<file path="src/rtl/hazard_unit.sv">
// Stall and forwarding controller for the five-stage pipeline: tracks the writers
// in the E, M and W slots and compares their Tnew against the D instruction's Tuse.
module hazard_unit (
  input  logic       clk,
  input  logic       reset,
  input  logic [4:0] d_rs,
  input  logic [4:0] d_rt,
  input  logic [1:0] d_tuse_rs,
  input  logic [1:0] d_tuse_rt,
  input  logic       d_wen,
  input  logic [4:0] d_wdst,
  input  logic [1:0] d_tnew,
  output logic       stall,
  output logic [1:0] fwd_d_rs,
  output logic [1:0] fwd_d_rt,
  output logic [1:0] fwd_e_rs,
  output logic [1:0] fwd_e_rt
);

  logic       e_wen_q, e_wen_d;
  logic [4:0] e_dst_q, e_dst_d;
  logic [1:0] e_tnew_q, e_tnew_d;
  logic [4:0] e_rs_q, e_rs_d;
  logic [4:0] e_rt_q, e_rt_d;
  logic       m_wen_q, m_wen_d;
  logic [4:0] m_dst_q, m_dst_d;
  logic [1:0] m_tnew_q, m_tnew_d;
  logic       w_wen_q, w_wen_d;
  logic [4:0] w_dst_q, w_dst_d;
  logic [1:0] w_tnew_q, w_tnew_d;

  function automatic logic slot_match(input logic wen, input logic [4:0] dst,
                                      input logic [4:0] s);
    return wen && (dst == s) && (s != 5'd0);
  endfunction

  function automatic logic [1:0] sat_dec(input logic [1:0] t);
    return (t == 2'd0) ? 2'd0 : t - 2'd1;
  endfunction

  // Only the youngest matching writer decides; W always has Tnew 0 so it never stalls.
  function automatic logic src_stall(input logic [4:0] s, input logic [1:0] tuse);
    if (tuse == 2'd3) return 1'b0;
    if (slot_match(e_wen_q, e_dst_q, s)) return e_tnew_q > tuse;
    if (slot_match(m_wen_q, m_dst_q, s)) return m_tnew_q > tuse;
    return 1'b0;
  endfunction

  function automatic logic [1:0] src_fwd_d(input logic [4:0] s);
    if (slot_match(e_wen_q, e_dst_q, s)) return (e_tnew_q == 2'd0) ? 2'd1 : 2'd0;
    if (slot_match(m_wen_q, m_dst_q, s)) return (m_tnew_q == 2'd0) ? 2'd2 : 2'd0;
    if (slot_match(w_wen_q, w_dst_q, s)) return (w_tnew_q == 2'd0) ? 2'd3 : 2'd0;
    return 2'd0;
  endfunction

  function automatic logic [1:0] src_fwd_e(input logic [4:0] s);
    if (slot_match(m_wen_q, m_dst_q, s)) return (m_tnew_q == 2'd0) ? 2'd2 : 2'd0;
    if (slot_match(w_wen_q, w_dst_q, s)) return (w_tnew_q == 2'd0) ? 2'd3 : 2'd0;
    return 2'd0;
  endfunction

  always_comb begin
    stall    = src_stall(d_rs, d_tuse_rs) | src_stall(d_rt, d_tuse_rt);
    fwd_d_rs = src_fwd_d(d_rs);
    fwd_d_rt = src_fwd_d(d_rt);
    fwd_e_rs = src_fwd_e(e_rs_q);
    fwd_e_rt = src_fwd_e(e_rt_q);
  end

  // A stall turns the D instruction into a bubble in E while older slots keep moving.
  always_comb begin
    e_wen_d  = d_wen;
    e_dst_d  = d_wdst;
    e_tnew_d = d_tnew;
    e_rs_d   = d_rs;
    e_rt_d   = d_rt;
    if (stall) begin
      e_wen_d  = 1'b0;
      e_dst_d  = 5'd0;
      e_tnew_d = 2'd0;
      e_rs_d   = 5'd0;
      e_rt_d   = 5'd0;
    end
    m_wen_d  = e_wen_q;
    m_dst_d  = e_dst_q;
    m_tnew_d = sat_dec(e_tnew_q);
    w_wen_d  = m_wen_q;
    w_dst_d  = m_dst_q;
    w_tnew_d = sat_dec(m_tnew_q);
  end

  always_ff @(posedge clk) begin
    if (reset) begin
      e_wen_q  <= 1'b0;
      e_dst_q  <= 5'd0;
      e_tnew_q <= 2'd0;
      e_rs_q   <= 5'd0;
      e_rt_q   <= 5'd0;
      m_wen_q  <= 1'b0;
      m_dst_q  <= 5'd0;
      m_tnew_q <= 2'd0;
      w_wen_q  <= 1'b0;
      w_dst_q  <= 5'd0;
      w_tnew_q <= 2'd0;
    end else begin
      e_wen_q  <= e_wen_d;
      e_dst_q  <= e_dst_d;
      e_tnew_q <= e_tnew_d;
      e_rs_q   <= e_rs_d;
      e_rt_q   <= e_rt_d;
      m_wen_q  <= m_wen_d;
      m_dst_q  <= m_dst_d;
      m_tnew_q <= m_tnew_d;
      w_wen_q  <= w_wen_d;
      w_dst_q  <= w_dst_d;
      w_tnew_q <= w_tnew_d;
    end
  end

endmodule

</file>
<file path="config.mk">
export PLATFORM = sky130hd
export DESIGN_NAME = hazard_unit
export DESIGN_NICKNAME = d
export VERILOG_FILES = /design/src/rtl/hazard_unit.sv
export SDC_FILE = /design/constraint.sdc
export NUM_CORES = 1
export LEC_CHECK = 0
export ABC_AREA = 0
export CORE_MARGIN = 5
export CORE_UTILIZATION = 35
export DETAILED_ROUTE_END_ITERATION = 8
export SYNTH_ARGS = -nofsm -noshare
export SYNTH_HDL_FRONTEND = slang
export SYNTH_SLANG_ARGS = --single-unit
</file>
<file path="constraint.sdc">
create_clock -name clk -period 4.9 [get_ports clk]
set_input_delay 0.98 -clock clk [delete_from_list [all_inputs] [get_ports clk]]
set_output_delay 0.98 -clock clk [all_outputs]
set_load 0.1 [all_outputs]
</file>
==> metrics.md <==
| Metric | Value |
|---|---|
| Area of the core | `5920 µm²` |
| Sequential share of the synthesized area | `31.9%` |
| Outcome | `completed` |
| Synth top area share | `31.9%` |
| Count of cell types in the netlist | `37` |
| Mapped Area | `2130 µm²` |
| Syn nets | `249` |
| Total die area | `between 7000 and 8000 µm²` |
| Hold Crit Class | `register to register` |
| Met2 Use GR | `23.2%` |
| Critical Path Source | `d_rt[2]` |
| Pin count of the biggest net entering global routing | `20` |
| P_int | `0.454 mW` |
| Post-DP HPWL | `3880 µm` |
| Met3 usage | `2.92%` |
| Ys Warns | `0` |
| Non-Filler Instances | `316` |
| Finish-stage setup viols | `0` |
| ANT nets after route | `0` |
| Top post-synthesis cells by count | `38 x xnor2_1, 34 x dfxtp_1, 17 x nor2b_1` |
| Area growth from synthesis to layout | `19.4%` |
| Final hold viol count | `0` |
| CP required | `3.92 ns` |
| Post-Syn Instances | `215` |
| Number of cells upsized or downsized after cts | `0` |
| Via-per-instance ratio | `4.95` |
| Met1 Resource Use GR | `18.7%` |
| FFs w/ async S/R, synth | `0%` |
| GR peak layer | `met2` |
| Crit Path Class | `primary input to primary output` |
| Starting Density | `36.0%` |
| Peak VDD IR | `0.171 mV` |
| DR iter-0 viols | `141` |
| Num CTS Buffers | `5` |
| # H-tree levels | `2` |
| Gr usage total | `14.2%` |
| Grt ovf | `0` |
| Pwr dens | `245 nW/µm²` |
| Initial antenna violation count | `0` |
| Fin Clk Skew | `0.00389 ns` |
| Post-route clock period utilization | `84.3%` |
| Max Fclk | `242 MHz` |
| Standard-cell rows | `28` |
| Crit path DAT | `3.15 ns` |
| Boundary pin count | `33` |
| Static Leak | `0.930 nW` |
| Placer Congestion | `just over 0.8` |
| Worst-Margin Slew | `0.965 ns` |
| Share of cells above drive strength 1 | `15.4%` |
| Port Buffer Count | `32` |
| Max-slew headroom | `a little over a third` |
| Synth Flop Type | `dfxtp_1` |
| Setup crit start kind | `primary input` |
| # Max-Cap Violations | `0` |
| Clk pin slew, worst setup/hold paths | `0.07 ns` |
| DRC viols | `0` |
| Hold Startpoint | `m_tnew_q[0]` |
| Fillers | `587` |
| Number of global-route vias before repair | `1,604` |
| Drt first pass iters | `4` |
| Syn_area_per_cell | `9.91 µm²` |
| Max Slew Vio Count | `0` |
| CTS tree | `built` |
| First-pass GRT wire length | `8220 µm` |
| CP endpoint kind | `primary output` |
| Die Span Y | `a little under 90 µm` |
| Post-synthesis register bit count | `34` |
| NumNets Final | `275` |
| Clk buf depth | `2` |
| Setup Fix Bufs, Post-CTS | `0` |
| Hold_buf cts | `0` |
| Switch Pwr | `0.169 mW` |
| Worst skew pair latency | `0.28 ns` |
| WL/cell | `15.6 µm` |
| Inst Count DP | `309` |
| Setup TNS Final | `0 ns` |
| Sequential share of power | `49.4%` |
| CTS root buf | `clkbuf_8` |
| Post-layout min period | `approximately 4.1 ns` |
| R2r setup slk | `between 2 and 3 ns` |
| Clk network pwr share | `30.9%` |
| Critical path peak fanout | `5` |
| CTS Sinks | `34` |
| # diodes | `0` |
| Die width | `88.0 µm` |
| Count leader, synth | `xnor2_1` |
| Routed vias | `1,564` |
| Routed wire length | `4920 µm` |
| Synth top area cells | `dfxtp_1 32%, xnor2_1 16%, nor4b_2 6.3%` |
| Switching share of power | `27.1%` |
| Worst r2r src | `m_tnew_q[1]` |
| Post-synth EDFFs | `0` |
| RSZ-0062 raised after global routing | `false` |
| Yosys top cell by area | `dfxtp_1` |
| Combinational Power Share | `about a fifth` |
## metal layers
layer	share of wire (%)	routed length [µm]
met5	0	0
met4	1.3	63
met3	4.1	201
met2	47	2310
met1	48	2350
## area by class of cell
cell class / instances / area [µm²] / area share [%]
clock buffers: 6 / 72.6 / 2.85
clock inverters: 1 / 7.51 / 0.295
inverters: 7 / 26.3 / 1.03
multi-input cells: 158 / 1330 / 52.1
flip-flops and latches: 34 / 681 / 26.7
well taps: 75 / 93.8 / 3.69
repair buffers: 35 / 338 / 13.3
## cells in the final DEF, fill, tap and decap left out, drive strengths merged, types with 2 or more instances in the layout
cell            n
a2bb2oi         3
buf            10
clkbuf          6
clkdlybuf4s50  25
dfxtp          34
ha             10
inv             7
mux2            2
mux2i           2
nand2           5
nand4           9
nor2           12
nor2b          17
nor3            5
nor4            6
nor4b          18
o211ai          3
o21a            2
o31a            2
or4             4
xnor2          38
xor2           12
## sequential cells by signal (all words and copies together), names as in the netlist, 2 cells and up
name	cells
e_rs_q	5
e_tnew_q	2
m_dst_q	5
w_tnew_q	2
e_dst_q	5
m_tnew_q	2
w_dst_q	5
e_rt_q	5
## critical path, stage by stage
cell and delay [ns]:
clkdlybuf4s50_1 0.53, or4_1 0.59, o211ai_1 0.23, nor2_1 0.11, o21a_1 0.21, or2_2 0.31
buf_12 0.18
## through the flow
step	area, µm²	hold slack, ns	util (%)	setup slack, ns	power (mW)
4_1_cts	2540	0.423	43.0	0.761	0.630
3_5_place_dp	2460	0.413	41.6	0.772	0.438
3_3_place_gp	2460	0.417	41.6	0.786	0.437
2_1_floorplan	2140	0.397	-	0.234	0.394
5_1_grt	2540	0.448	43.0	0.663	0.657
6_report	2540	0.423	43.0	0.768	0.623
## final timing paths
path / end / cells after the start
max: stall / 7
min: w_tnew_q[0] / 1
max reg2reg: e_rt_q[3] / 7
min reg2reg: w_tnew_q[0] / 1
## power by group through the flow
stage / clock, mW / sequential, mW / combinational (mW)
after global routing: 0.211 / 0.310 / 0.136
final: 0.192 / 0.308 / 0.123
after CTS: 0.198 / 0.308 / 0.124
after detailed placement: 0 / 0.314 / 0.124
after global placement: 0 / 0.314 / 0.122
after floorplan: 0 / 0.306 / 0.0888
## cell families after synthesis
logic type	Yosys count	share of synthesized area (%)
muxes	4	2.00
buffers and inverters	23	6.40
AOI/OAI and AO/OA	13	5.40
adders and majority gates	10	5.87
and+or+nand+nor	81	27.8
DFF	34	31.9
xor gates and xnor gates	50	20.6
(Power assumes the default switching activity.)
